--- config.mk ---
export PLATFORM = sky130hd
export DESIGN_NAME = proc_run_monitor
export DESIGN_NICKNAME = d
export VERILOG_FILES = /design/src/rtl/proc_run_monitor.sv
export SDC_FILE = /design/constraint.sdc
export NUM_CORES = 1
export LEC_CHECK = 0
export ABC_CLOCK_PERIOD_IN_PS = 11150
export CELL_PAD_IN_SITES_DETAIL_PLACEMENT = 0
export CELL_PAD_IN_SITES_GLOBAL_PLACEMENT = 2
export CORE_MARGIN = 1
export CORE_UTILIZATION = 32
export CTS_BUF_LIST = sky130_fd_sc_hd__clkbuf_16
export DETAILED_ROUTE_END_ITERATION = 7
export GPL_TIMING_DRIVEN = 0
export PLACE_DENSITY_LB_ADDON = 0.1
export SETUP_SLACK_MARGIN = 0.15
export SLEW_MARGIN = 0
export SYNTH_ARGS = -nofsm -noshare
export SYNTH_HDL_FRONTEND = slang
export SYNTH_SLANG_ARGS = --single-unit
--- constraint.sdc ---
create_clock -name CLK -period 11.15 [get_ports CLK]
set_input_delay 1.6725 -clock CLK [delete_from_list [all_inputs] [get_ports CLK]]
set_output_delay 1.6725 -clock CLK [all_outputs]
set_load 0.03 [all_outputs]
--- src/rtl/proc_run_monitor.sv ---
// proc_run_monitor: sequences processor reset, runs to an end PC or watchdog, and checks write-backs
// against an ordered expected table. Define MON_FAIL_CAPTURE_EN to add first-mismatch capture ports.
module proc_run_monitor #(
    parameter int PC_WIDTH      = 64,
    parameter int DATA_WIDTH    = 64,
    parameter int NUM_CHECKS    = 4,
    parameter int WDOG_WIDTH    = 16,
    parameter int WDOG_LIMIT    = 255,
    parameter int RESET_CYCLES  = 1,
    parameter int SETTLE_CYCLES = 1,
    localparam int IDX_W = (NUM_CHECKS > 1) ? $clog2(NUM_CHECKS) : 1,
    localparam int NC_W  = $clog2(NUM_CHECKS) + 1
) (
    input  logic                  CLK,
    input  logic                  Reset,
    input  logic                  start,
    input  logic [PC_WIDTH-1:0]   start_pc,
    input  logic [PC_WIDTH-1:0]   end_pc,
    input  logic                  exp_we,
    input  logic [IDX_W-1:0]      exp_idx,
    input  logic [PC_WIDTH-1:0]   exp_pc,
    input  logic [DATA_WIDTH-1:0] exp_data,
    input  logic [NC_W-1:0]       num_checks,
    input  logic [PC_WIDTH-1:0]   currentpc,
    input  logic                  wb_valid,
    input  logic [PC_WIDTH-1:0]   wb_pc,
    input  logic [DATA_WIDTH-1:0] wb_data,
    output logic                  proc_resetl,
    output logic [PC_WIDTH-1:0]   proc_startpc,
    output logic                  busy,
    output logic                  done,
    output logic                  timeout,
    output logic [7:0]            pass_count,
    output logic [7:0]            fail_count,
    output logic                  all_passed,
    output logic [WDOG_WIDTH-1:0] cycle_count,
`ifdef MON_FAIL_CAPTURE_EN
    output logic [IDX_W-1:0]      first_fail_idx,
    output logic [DATA_WIDTH-1:0] first_fail_data,
    output logic                  first_fail_valid,
`endif
    output logic [2:0]            state_dbg
);

    typedef enum logic [2:0] {
        S_IDLE      = 3'd0,
        S_RST       = 3'd1,
        S_RUN       = 3'd2,
        S_SETTLE    = 3'd3,
        S_CHECK_END = 3'd4,
        S_DONE      = 3'd5
    } state_t;

    localparam int RST_W = $clog2(RESET_CYCLES + 1);
    localparam int SET_W = $clog2(SETTLE_CYCLES + 2);

    state_t                state;
    logic [RST_W-1:0]      rst_cnt;
    logic [SET_W-1:0]      settle_cnt;
    logic [PC_WIDTH-1:0]   end_pc_r;
    logic [NC_W-1:0]       nc_r;
    logic [NC_W-1:0]       ptr;
    logic [PC_WIDTH-1:0]   tbl_pc   [NUM_CHECKS];
    logic [DATA_WIDTH-1:0] tbl_data [NUM_CHECKS];

    logic             idle_or_done;
    logic             checking;
    logic             hit;
    logic             match;
    logic [IDX_W-1:0] ptr_idx;
    logic [NC_W-1:0]  nc_clamped;
    logic [8:0]       missed_sum;

    // start and exp_we are single-cycle strobes, acted on only in IDLE/DONE; wb_valid qualifies
    // wb_pc/wb_data in the same cycle and has no back-pressure.
    assign idle_or_done = (state == S_IDLE) || (state == S_DONE);
    assign checking     = (state == S_RUN) || (state == S_SETTLE);
    assign ptr_idx      = ptr[IDX_W-1:0];
    assign hit          = checking && wb_valid && (ptr < nc_r) && (wb_pc == tbl_pc[ptr_idx]);
    assign match        = (wb_data == tbl_data[ptr_idx]);
    assign nc_clamped   = (32'(num_checks) > NUM_CHECKS) ? NC_W'(NUM_CHECKS) : num_checks;
    assign missed_sum   = {1'b0, fail_count} + 9'(nc_r - ptr);

    assign proc_resetl = (state != S_RST);
    assign busy        = (state == S_RST) || (state == S_RUN) || (state == S_SETTLE);
    assign done        = (state == S_DONE);
    assign all_passed  = done && !timeout && (pass_count == 8'(nc_r));
    assign state_dbg   = state;

    // Table is deliberately not reset; it is only rewritten between runs.
    always_ff @(posedge CLK) begin
        if (exp_we && idle_or_done && (32'(exp_idx) < NUM_CHECKS)) begin
            tbl_pc[exp_idx]   <= exp_pc;
            tbl_data[exp_idx] <= exp_data;
        end
    end

    always_ff @(posedge CLK) begin
        if (Reset) begin
            state        <= S_IDLE;
            rst_cnt      <= '0;
            settle_cnt   <= '0;
            end_pc_r     <= '0;
            nc_r         <= '0;
            ptr          <= '0;
            proc_startpc <= '0;
            timeout      <= 1'b0;
            pass_count   <= '0;
            fail_count   <= '0;
            cycle_count  <= '0;
        end else begin
            if (hit) begin
                if (match) begin
                    if (pass_count != 8'hFF) pass_count <= pass_count + 8'd1;
                end else begin
                    if (fail_count != 8'hFF) fail_count <= fail_count + 8'd1;
                end
                ptr <= ptr + NC_W'(1);
            end
            case (state)
                S_IDLE, S_DONE: begin
                    if (start) begin
                        proc_startpc <= start_pc;
                        end_pc_r     <= end_pc;
                        nc_r         <= nc_clamped;
                        ptr          <= '0;
                        pass_count   <= '0;
                        fail_count   <= '0;
                        timeout      <= 1'b0;
                        cycle_count  <= '0;
                        rst_cnt      <= RST_W'(RESET_CYCLES);
                        state        <= S_RST;
                    end
                end
                S_RST: begin
                    if (rst_cnt == RST_W'(1)) state <= S_RUN;
                    else rst_cnt <= rst_cnt - RST_W'(1);
                end
                S_RUN: begin
                    cycle_count <= cycle_count + WDOG_WIDTH'(1);
                    // End PC wins over the watchdog when both fire in one cycle.
                    if (currentpc >= end_pc_r) begin
                        if (SETTLE_CYCLES == 0) begin
                            state <= S_CHECK_END;
                        end else begin
                            settle_cnt <= SET_W'(SETTLE_CYCLES);
                            state      <= S_SETTLE;
                        end
                    end else if (cycle_count + WDOG_WIDTH'(1) == WDOG_WIDTH'(WDOG_LIMIT)) begin
                        timeout <= 1'b1;
                        state   <= S_DONE;
                    end
                end
                S_SETTLE: begin
                    if (settle_cnt == SET_W'(1)) state <= S_CHECK_END;
                    else settle_cnt <= settle_cnt - SET_W'(1);
                end
                S_CHECK_END: begin
                    fail_count <= missed_sum[8] ? 8'hFF : missed_sum[7:0];
                    state      <= S_DONE;
                end
                default: state <= S_IDLE;
            endcase
        end
    end

`ifdef MON_FAIL_CAPTURE_EN
    always_ff @(posedge CLK) begin
        if (Reset || (idle_or_done && start)) begin
            first_fail_idx   <= '0;
            first_fail_data  <= '0;
            first_fail_valid <= 1'b0;
        end else if (hit && !match && !first_fail_valid) begin
            first_fail_idx   <= ptr_idx;
            first_fail_data  <= wb_data;
            first_fail_valid <= 1'b1;
        end
    end
`endif

endmodule

# == Yosys cells after proc, flatten, opt, wreduce, memory -nomap -nowiden ==
# Memories as Yosys holds them, arrays and structs flattened. A register that Yosys moved wholly into a read port is not among the register bits.
# Index checks and enable logic that the tools add are counted.
# word_totals
register_bits,173
latch_bits,0
ram_bits,512
rom_bits,0
inputBits,458
out_inout_bits,104
wordCells,104
n_memories,2
# classes
n_addsub,8
mul,0
div,0
magnitude_cmp,3
eq_ne,21
n_shift,0
mux,37
n_bitwise,0
n_reduce_logical,22
# memory_table
memory,words,word_bits,read_ports,rd_clocked_by_memory_dff,write_ports,line_no,source
tbl_data,4,64,1,1,1,64,logic [DATA_WIDTH-1:0] tbl_data [NUM_CHECKS];
tbl_pc,4,64,1,1,1,63,logic [PC_WIDTH-1:0] tbl_pc [NUM_CHECKS];
# ops
cell,count
equality test 64 bit,2
two-way mux 8 bit,10
greater-or-equal comparator 64 bit,1
one-hot mux 16 bit (2 select lines),1
two-way mux 3 bit,9
adder 16 x 1 -> 16 bit (second input constant),1
adder 8 x 1 -> 8 bit (second input constant),2
equality test 16 x 8 -> 1 bit (second input constant),1
two-way mux 16 bit,1
!= test 8 bit (second input constant),2
one-hot mux 8 bit (2 select lines),1
one-hot mux 3 bit (5 select lines),1
adder 8 x 9 -> 9 bit,1
equality test 8 x 3 -> 1 bit,1
two-way mux 2 bit,4
!= test 2 bit (second input constant),4
AND reduction 4 bit,2
two-way mux 1 bit,7
equality test 3 x 2 -> 1 bit (second input constant),2
equality test 3 bit (second input constant),2
logical AND 1 bit,6
!= test 2 x 1 -> 1 bit (second input constant),3
!= test 3 x 1 -> 1 bit (second input constant),2
AND reduction 2 bit,3
16 further kinds,22

# == Depth between registers and ports, before layout ==
# Gate-level depths: netlist of the first run.
# logic_depth
ltp_word,9
mapped_depth,15
ltp_nobuf,15

# == Worst setup path before layout of the first run ==
# No wires, ideal clock.
# synth_path
kind,input-to-reg
from,in exp_we
to,mem tbl_data[2][0] (enable)
setup_ns,0.797
t_arrival_ns,11.025
required_time_ns,10.353
path_slack_ns,-0.672
path_stages,2
path_buffers,0
path_cell_list,nand2_1 nor3b_1
# synth_via
elab_chain_len,3
# synth_rtl
item,line_no,source
"start, declared",19,"input logic exp_we,"
logical AND 1 bit,92,if (exp_we && idle_or_done && (32'(exp_idx) < NUM_CHECKS)) begin
two-way mux 1 bit,92,
two-way mux 1 bit (not written as such),94,tbl_data[exp_idx] <= exp_data;
"end, declared",64,
# No other way between the ends.

# == Final worst setup path of the first run ==
# layout_path
from,reg ptr[1]
to,reg pass_count[2]
# layout_via
elab_chain_len,6
# layout_rtl
item,line_no,source
"start, declared",62,logic [NC_W-1:0] ptr;
"start signal, assigned",118,ptr <= ptr + NC_W'(1);
< comparator 3 bit (*),79,assign hit = checking && wb_valid && (ptr < nc_r) && (wb_pc == tbl_pc[ptr_idx]);
logical AND 1 bit (*) (2 in series),79,
two-way mux 8 bit (*),112,if (hit) begin
two-way mux 8 bit,122,if (start) begin
two-way mux 8 bit (*),120,case (state)
"end signal, assigned",114,if (pass_count != 8'hFF) pass_count <= pass_count + 8'd1;
"end, declared",33,"output logic [7:0] pass_count,"
# Every way passes the cells marked *; elsewhere a longest branch is shown, timed or not.
# A chain may end at the register's enable or synchronous reset.

==> key figures, run 1 <==
Outcome
  – Status: finished clean

Floorplanning
  – Site row count: 110
  – Die Ht: 305 um
  – Die width: 305 um
  – Die area: 92,800 um2
  – Initial Util: 0.324
  – Core area: 90,300 um2
  – Io pins: 562

Finish
  – Layout area overhead: 36.0%
  – Layout cells sized above 1: 0.111
  – Final Net Count: 3,341
  – Final Util: 0.441

Logic synthesis
  – Largest family of logic cells by synthesized area: multiplexers
  – Sequential area share after synthesis: 0.643
  – Post-Synth Adder-Cell Area: 0.0366
  – Synth Area in XOR/XNOR: 0.0404
  – Gate Count Post-Synth: 2,105
  – Dominant synthesized flop cell: edfxtp_1
  – Net count after synthesis: 2,647
  – Synth Register Bits: 685
  – Post-synth EDFFs: 512
  – Synth warn: 0
  – Ys async rst share: 0
  – Synth Area in Compound Gates: 0.0692
  – Mapped Area: 29,300 um2
  – Avg Synthesized Cell Area: 13.9 um2
  – Unique masters post-synth: 71
  – Simple-gate share of the synthesized area: 0.0819
  – Post-synthesis mux area share: 0.102

Pwr
  – Seq pwr share: 0.462
  – Peak VDD IR: 120 uV
  – Pint: 4790 uW
  – PwrDens: 157 nW/um2
  – NetSw: 1470 uW
  – Leakage: 0.0134 uW
  – Sw Share: 0.235
  – Gate power share: 0.104
  – Clock power frac: 0.434

STA
  – RSZ-0062 raised after global routing: false
  – Min cycle time layout: 5340 ps
  – Setup violations, final: 0
  – Relative slew slack: 0.170
  – Endpoints failing hold: 0
  – Fin crit share: 0.479
  – Pins Over Slew Limit: 0
  – Skew final: 32.1 ps
  – Fmax: 187 MHz
  – Final setup TNS: 0 ps
  – Slew @ Worst Pin: 1210 ps
  – Final worst slack: 5810 ps

CTS
  – # hold bufs at CTS: 0
  – Post-CTS Setup Inserts: 0
  – Root buffer cell: clkbuf_16
  – Worst-path clk slew: 60 ps
  – CTS tree: yes
  – CTS Buf Count: 81
  – Clock Latency Late Sink: 650 ps
  – Max Buffers Root-to-Sink: 3
  – # resized after CTS: 0
  – TritonCTS Sinks: 685
  – H-tree Lvls: 3

Routing
  – Avg WL per Cell: 22.1 um
  – Via count: 19,400
  – Starting DRC count in detailed routing: 1,078
  – # DRC: 0
  – Routed wire length: 89.3 mm
  – Drt pass-1 iters: 7
  – Post-DRT Antenna Nets: 0
  – Vias per cell: 4.80

Global route
  – Global-route wire length before repair: 132 mm
  – Total global routing overflow: 0
  – Initial antenna violation count: 37
  – GRT Overall Usage: 0.192
  – Pin count of the biggest net entering global routing: 52
  – Vias in the first global route: 20,500

Placed design
  – Post-DP HPWL: 68.2 mm
  – Port Buf Inserts: 560
  – Pre-CTS setup slack: 5500 ps
  – Final GP Congestion: 0.796

Critical path
  – Critical path startpoint: ptr[1]
  – R2r setup slk: 5810 ps
  – WP data arrival: 5870 ps
  – Worst r2r src: ptr[1]
  – CP Class: flop to flop
  – Critical Path RT: 11,670 ps
  – Crit path max fanout: 10
  – CP Launch Type: flop
  – CP endpoint kind: flop

Hold path
  – Min-delay src: proc_startpc[62]
  – Worst hold path class: flop to flop

Job
  – Max cap viols: 0
cell usage after synthesis (5+ instances only):
cell type  number  area share
buf_2          10      0.0017
a2111oi_0       5      0.0015
inv_1          89       0.011
and2_1         11      0.0023
xnor2_1        95       0.028
nor3_1         16      0.0027
a211oi_1        7      0.0018
nor4_1         16      0.0034
nand3_1        20      0.0034
buf_6          11      0.0042
buf_1           7     0.00090
o31ai_1         7      0.0018
a31oi_1         9      0.0019
nand4_1        35      0.0075
edfxtp_1      512        0.52
o21ai_0        32      0.0055
mux4_2        105       0.081
xor2_1         40       0.012
a21oi_1       179       0.031
nor2_1         51      0.0065
mux2i_1        61       0.021
ha_1           81       0.035
nand2b_1        8      0.0017
a22oi_1         5      0.0013
dfxtp_1       173        0.12
clkbuf_1       57      0.0073
or3_1           7      0.0015
nand2_1       313       0.040
and3_1         11      0.0023
and4_1          8      0.0024
a21o_1         31      0.0079
cell families after synthesis:
| group | count (synthesis) |
|---|---|
| compound gates | 332 |
| fa+ha+maj | 84 |
| buf+inv | 178 |
| mux | 168 |
| xor+xnor | 135 |
| simple gates | 523 |
| flops | 685 |
placed cells by master, fill, tap and decap left out, drive strengths merged, types with 12 or more instances in the layout:
| cell | n |
|---|---|
| xnor2 | 95 |
| buf | 83 |
| nor3 | 18 |
| clkinv | 30 |
| bufinv | 12 |
| clkbuf | 138 |
| mux2i | 61 |
| o21ai | 32 |
| dfxtp | 173 |
| xor2 | 40 |
| mux4 | 105 |
| inv | 106 |
| nand4 | 35 |
| ha | 81 |
| nor2 | 51 |
| clkdlybuf4s50 | 560 |
| edfxtp | 512 |
| nand2 | 313 |
| a21o | 31 |
| a21oi | 179 |
| nor4 | 17 |
| nand3 | 21 |
final cells by class:
| class | instances | area [um2] |
|---|---|---|
| Tap cell | 1176 | 1470 |
| Clock buffer | 81 | 2030 |
| Sequential cell | 685 | 18800 |
| Inverter | 89 | 334 |
| Buffer | 89 | 444 |
| Antenna cell | 10 | 25.0 |
| Timing Repair Buffer | 611 | 6250 |
| Clock inverter | 66 | 746 |
| Fill cell | 8264 | 50500 |
| Multi-Input combinational cell | 1242 | 9700 |
layer usage:
metal  routed length (um)  GRT usage
met5                  292          0
met4                 1700     0.0505
met3                 5690     0.0595
met2                46400      0.343
met1                35300      0.220
critical path, stage by stage, from the launching register on:
cell and delay (ps):
dfxtp_1 530, buf_2 380, clkbuf_1 740, clkbuf_1 590, mux4_2 420, xnor2_1 150
nand4_1 230, nor4_1 730, o2111ai_1 420, nor3_2 400, buf_2 280, a31oi_1 110
a41o_1 210
state kept, by name (all words and copies together) (netlist names), 8 cells and up:
signal	flops
cycle_count	16
end_pc_r	64
fail_count	8
pass_count	8
proc_startpc	64
tbl_data	256
tbl_pc	256
through the flow:
stage / instance area, um2 / hold WS, ps / power, uW / std cells
detailed placement: 37000 / 446 / 3610 / 3892
floorplan: 29300 / 436 / 3250 / 2105
global placement: 36400 / 442 / 3620 / 3841
finish: 39800 / 453 / 6260 / 4049
CTS: 39800 / 453 / 6370 / 4039
global route: 39800 / 469 / 6520 / 4048
worst paths after layout:
| kind | to | cells after the start |
|---|---|---|
| hold / removal | proc_startpc[62] | 2 |
| setup / recovery | pass_count[2] | 12 |
| hold reg to reg | proc_startpc[62] | 2 |
| setup reg to reg | pass_count[2] | 12 |
power by group through the flow:
stage	logic (uW)	registers, uW	clock network (uW)
after detailed placement	665	2950	0
after global placement	631	2980	0
after floorplan	255	3000	0
after CTS	668	2890	2810
after global routing	720	2900	2900
final	654	2890	2720
(Power assumes the default switching activity.)
==> inputs of run 2 (changes only) <==
ABC_CLOCK_PERIOD_IN_PS = 4500   (was 11150)
clock period = 4.5 ns   (was 11.15 ns; I/O delays follow)
==> run 2 against run 1 <==
  * Non-clock buffer count fell by 16
  * Via count increased by 0.62%
  * Combinational power rose to 2.5 times the previous value
  * Setup slack lost 5400 ps
  * Core utilization increased by 0.27 points
  * Final area increased by 0.62%
  * Register-to-register slack got worse by 5400 ps
  * Final cell count down 0.17%
  * Largest power group unchanged
  * Routed wire length is 0.81% higher
  * Die area did not move
  * First-iteration DRC count is 2.1% lower
  * Clock skew rose by 4.8 ps
==> key figures, run 2 (same netlist as run 1, synthesis figures left out) <==
STA
  – Setup violations, final: 0
  – Min cycle time layout: 4080 ps
  – Relative slew slack: 0.339
  – Endpoints failing hold: 0
  – Fin crit share: 0.906
  – Skew final: 36.9 ps
  – Slew @ Worst Pin: 992 ps
  – Pins Over Slew Limit: 0
  – RSZ-0062 raised after global routing: false
  – Fmax: 245 MHz
  – Final worst slack: 422 ps

Routing
  – Starting DRC count in detailed routing: 1,055
  – Met3 wire len: 5.36 mm
  – Routed wire length: 90.0 mm
  – Drt pass-1 iters: 5
  – # DRC: 0
  – Post-DRT Antenna Nets: 0
  – Vias per cell: 4.84
  – Wl on met1: 35.7 mm
  – Routed wl met2: 46.7 mm
  – Avg WL per Cell: 22.3 um
  – Via count: 19,600
  – Highest routed layer: met5

Floorplanning
  – Die width: 305 um
  – Io pins: 562
  – Core area: 90,300 um2
  – Die area: 92,800 um2
  – Initial Util: 0.324
  – Die Ht: 305 um
  – Site row count: 110

CTS
  – Post-CTS Setup Inserts: 0
  – Root buffer cell: clkbuf_16
  – # hold bufs at CTS: 0
  – H-tree Lvls: 3
  – TritonCTS Sinks: 685
  – Clock Latency Late Sink: 640 ps
  – Max Buffers Root-to-Sink: 3
  – CTS tree: yes
  – Worst-path clk slew: 60 ps
  – CTS Buf Count: 84

Global route
  – GRT Overall Usage: 0.193
  – Vias in the first global route: 20,600
  – Pin count of the biggest net entering global routing: 53
  – Initial antenna violation count: 39
  – Global-route wire length before repair: 133 mm
  – Total global routing overflow: 0

Placed design
  – Post-placement cell area: 37,200 um2
  – Final GP Congestion: 0.796
  – Post-DP HPWL: 67.9 mm
  – Port Buf Inserts: 560
  – Pre-CTS setup slack: -1220 ps

Hold path
  – Hold depth: 2
  – Min-delay src: proc_startpc[51]
  – Hold endpoint: proc_startpc[51]
  – Worst hold path class: flop to flop

Finish
  – Layout area overhead: 36.8%
  – Final Net Count: 3,328
  – Commonest non-fill, non-tap cell in the layout: clkdlybuf4s50_1
  – Post-Layout Inst Area: 40,100 um2
  – Layout cells sized above 1: 0.113
  – Most frequent cells in the layout: 560 x clkdlybuf4s50_1, 512 x edfxtp_1, 312 x nand2_1
  – Final Util: 0.444
  – Top flop regs: tbl_data (256), tbl_pc (256)

Critical path
  – Crit path max fanout: 10
  – CP max stage cell: a2111oi_4
  – Worst R2R Path Depth: 14
  – R2r setup slk: 420 ps
  – CP Class: flop to flop
  – Critical Path RT: 5020 ps
  – Worst-path cell chain: buf_6, buf_6, buf_6, buf_6, mux2i_1, xor2_1, o2111ai_1, a2111oi_4, and4_4, nand3_4, nor3_4, buf_2, a31oi_1, a41o_1
  – CP Launch Type: flop
  – WP data arrival: 4600 ps
  – CP endpoint kind: flop
  – Most used cell, CP: buf_6
  – Max incr delay on CP: 500 ps
  – R2R Path End: pass_count[2]
  – Worst r2r src: ptr[0]

Outcome
  – Status: finished clean

Pwr
  – Design Power: 15,300 uW
  – Peak VDD IR: 301 uV
  – Leakage: 0.0136 uW
  – PwrDens: 382 nW/um2

Job
  – Max cap viols: 0
## run 2: layout make-up
type / instances / area [um2]
Clock buffer: 85 / 2130
Timing Repair Buffer: 595 / 6400
Fill cell: 8253 / 50200
Clock inverter: 71 / 549
Tap cell: 1176 / 1470
Multi-Input combinational cell: 1242 / 9830
Sequential cell: 685 / 18800
Inverter: 89 / 334
Buffer: 89 / 497
Antenna cell: 10 / 25.0
## run 2: per-layer routing
metal  track usage  vias up
met4        0.0552       48
met2         0.343      476
met3        0.0545      159
met5             0        -
li1              -     9295
met1         0.225     9576
## run 2: metrics by stage
step	hold slack [ps]	setup TNS, ps	instances
floorplan	436	-61440	2105
global placement	441	-1491560	3841
detailed placement	447	-18840	3876
CTS	454	0	4032
global route	468	0	4040
finish	452	0	4042
## run 2: worst max-delay path by stage
stage / startpoint / to / slack [ps]
final: ptr[0] / pass_count[2] / 420
after global routing: ptr[0] / pass_count[2] / 150
after CTS: ptr[1] / fail_count[1] / 150
after detailed placement: ptr[1] / fail_count[4] / -1220
after global placement: exp_we / tbl_data[1][50] / -3870
after floorplan: state_dbg[2] / tbl_data[1][0] / -270
## run 2: power breakdown
part	internal [uW]	leakage, uW	total, uW	switching (uW)
logic	805	0.00608	1660	858
clock network	3750	0.00139	6470	2720
registers	7080	0.00609	7170	87.7
## run 2: what timing repair did
action	4_1_cts	5_1_grt
pin swaps	1	3
gates resized for setup	28	17
setup endpoints to repair	19	16
## run 2: worst max-delay path: cells and delay by family, from the launching register on
kind	cells	cell delay (ps)
buffers and inverters	5	1150
AO/OA/AOI/OAI	4	1100
AND/OR/NAND/NOR	3	770
flip-flops	1	420
multiplexers	1	250
XOR/XNOR	1	250
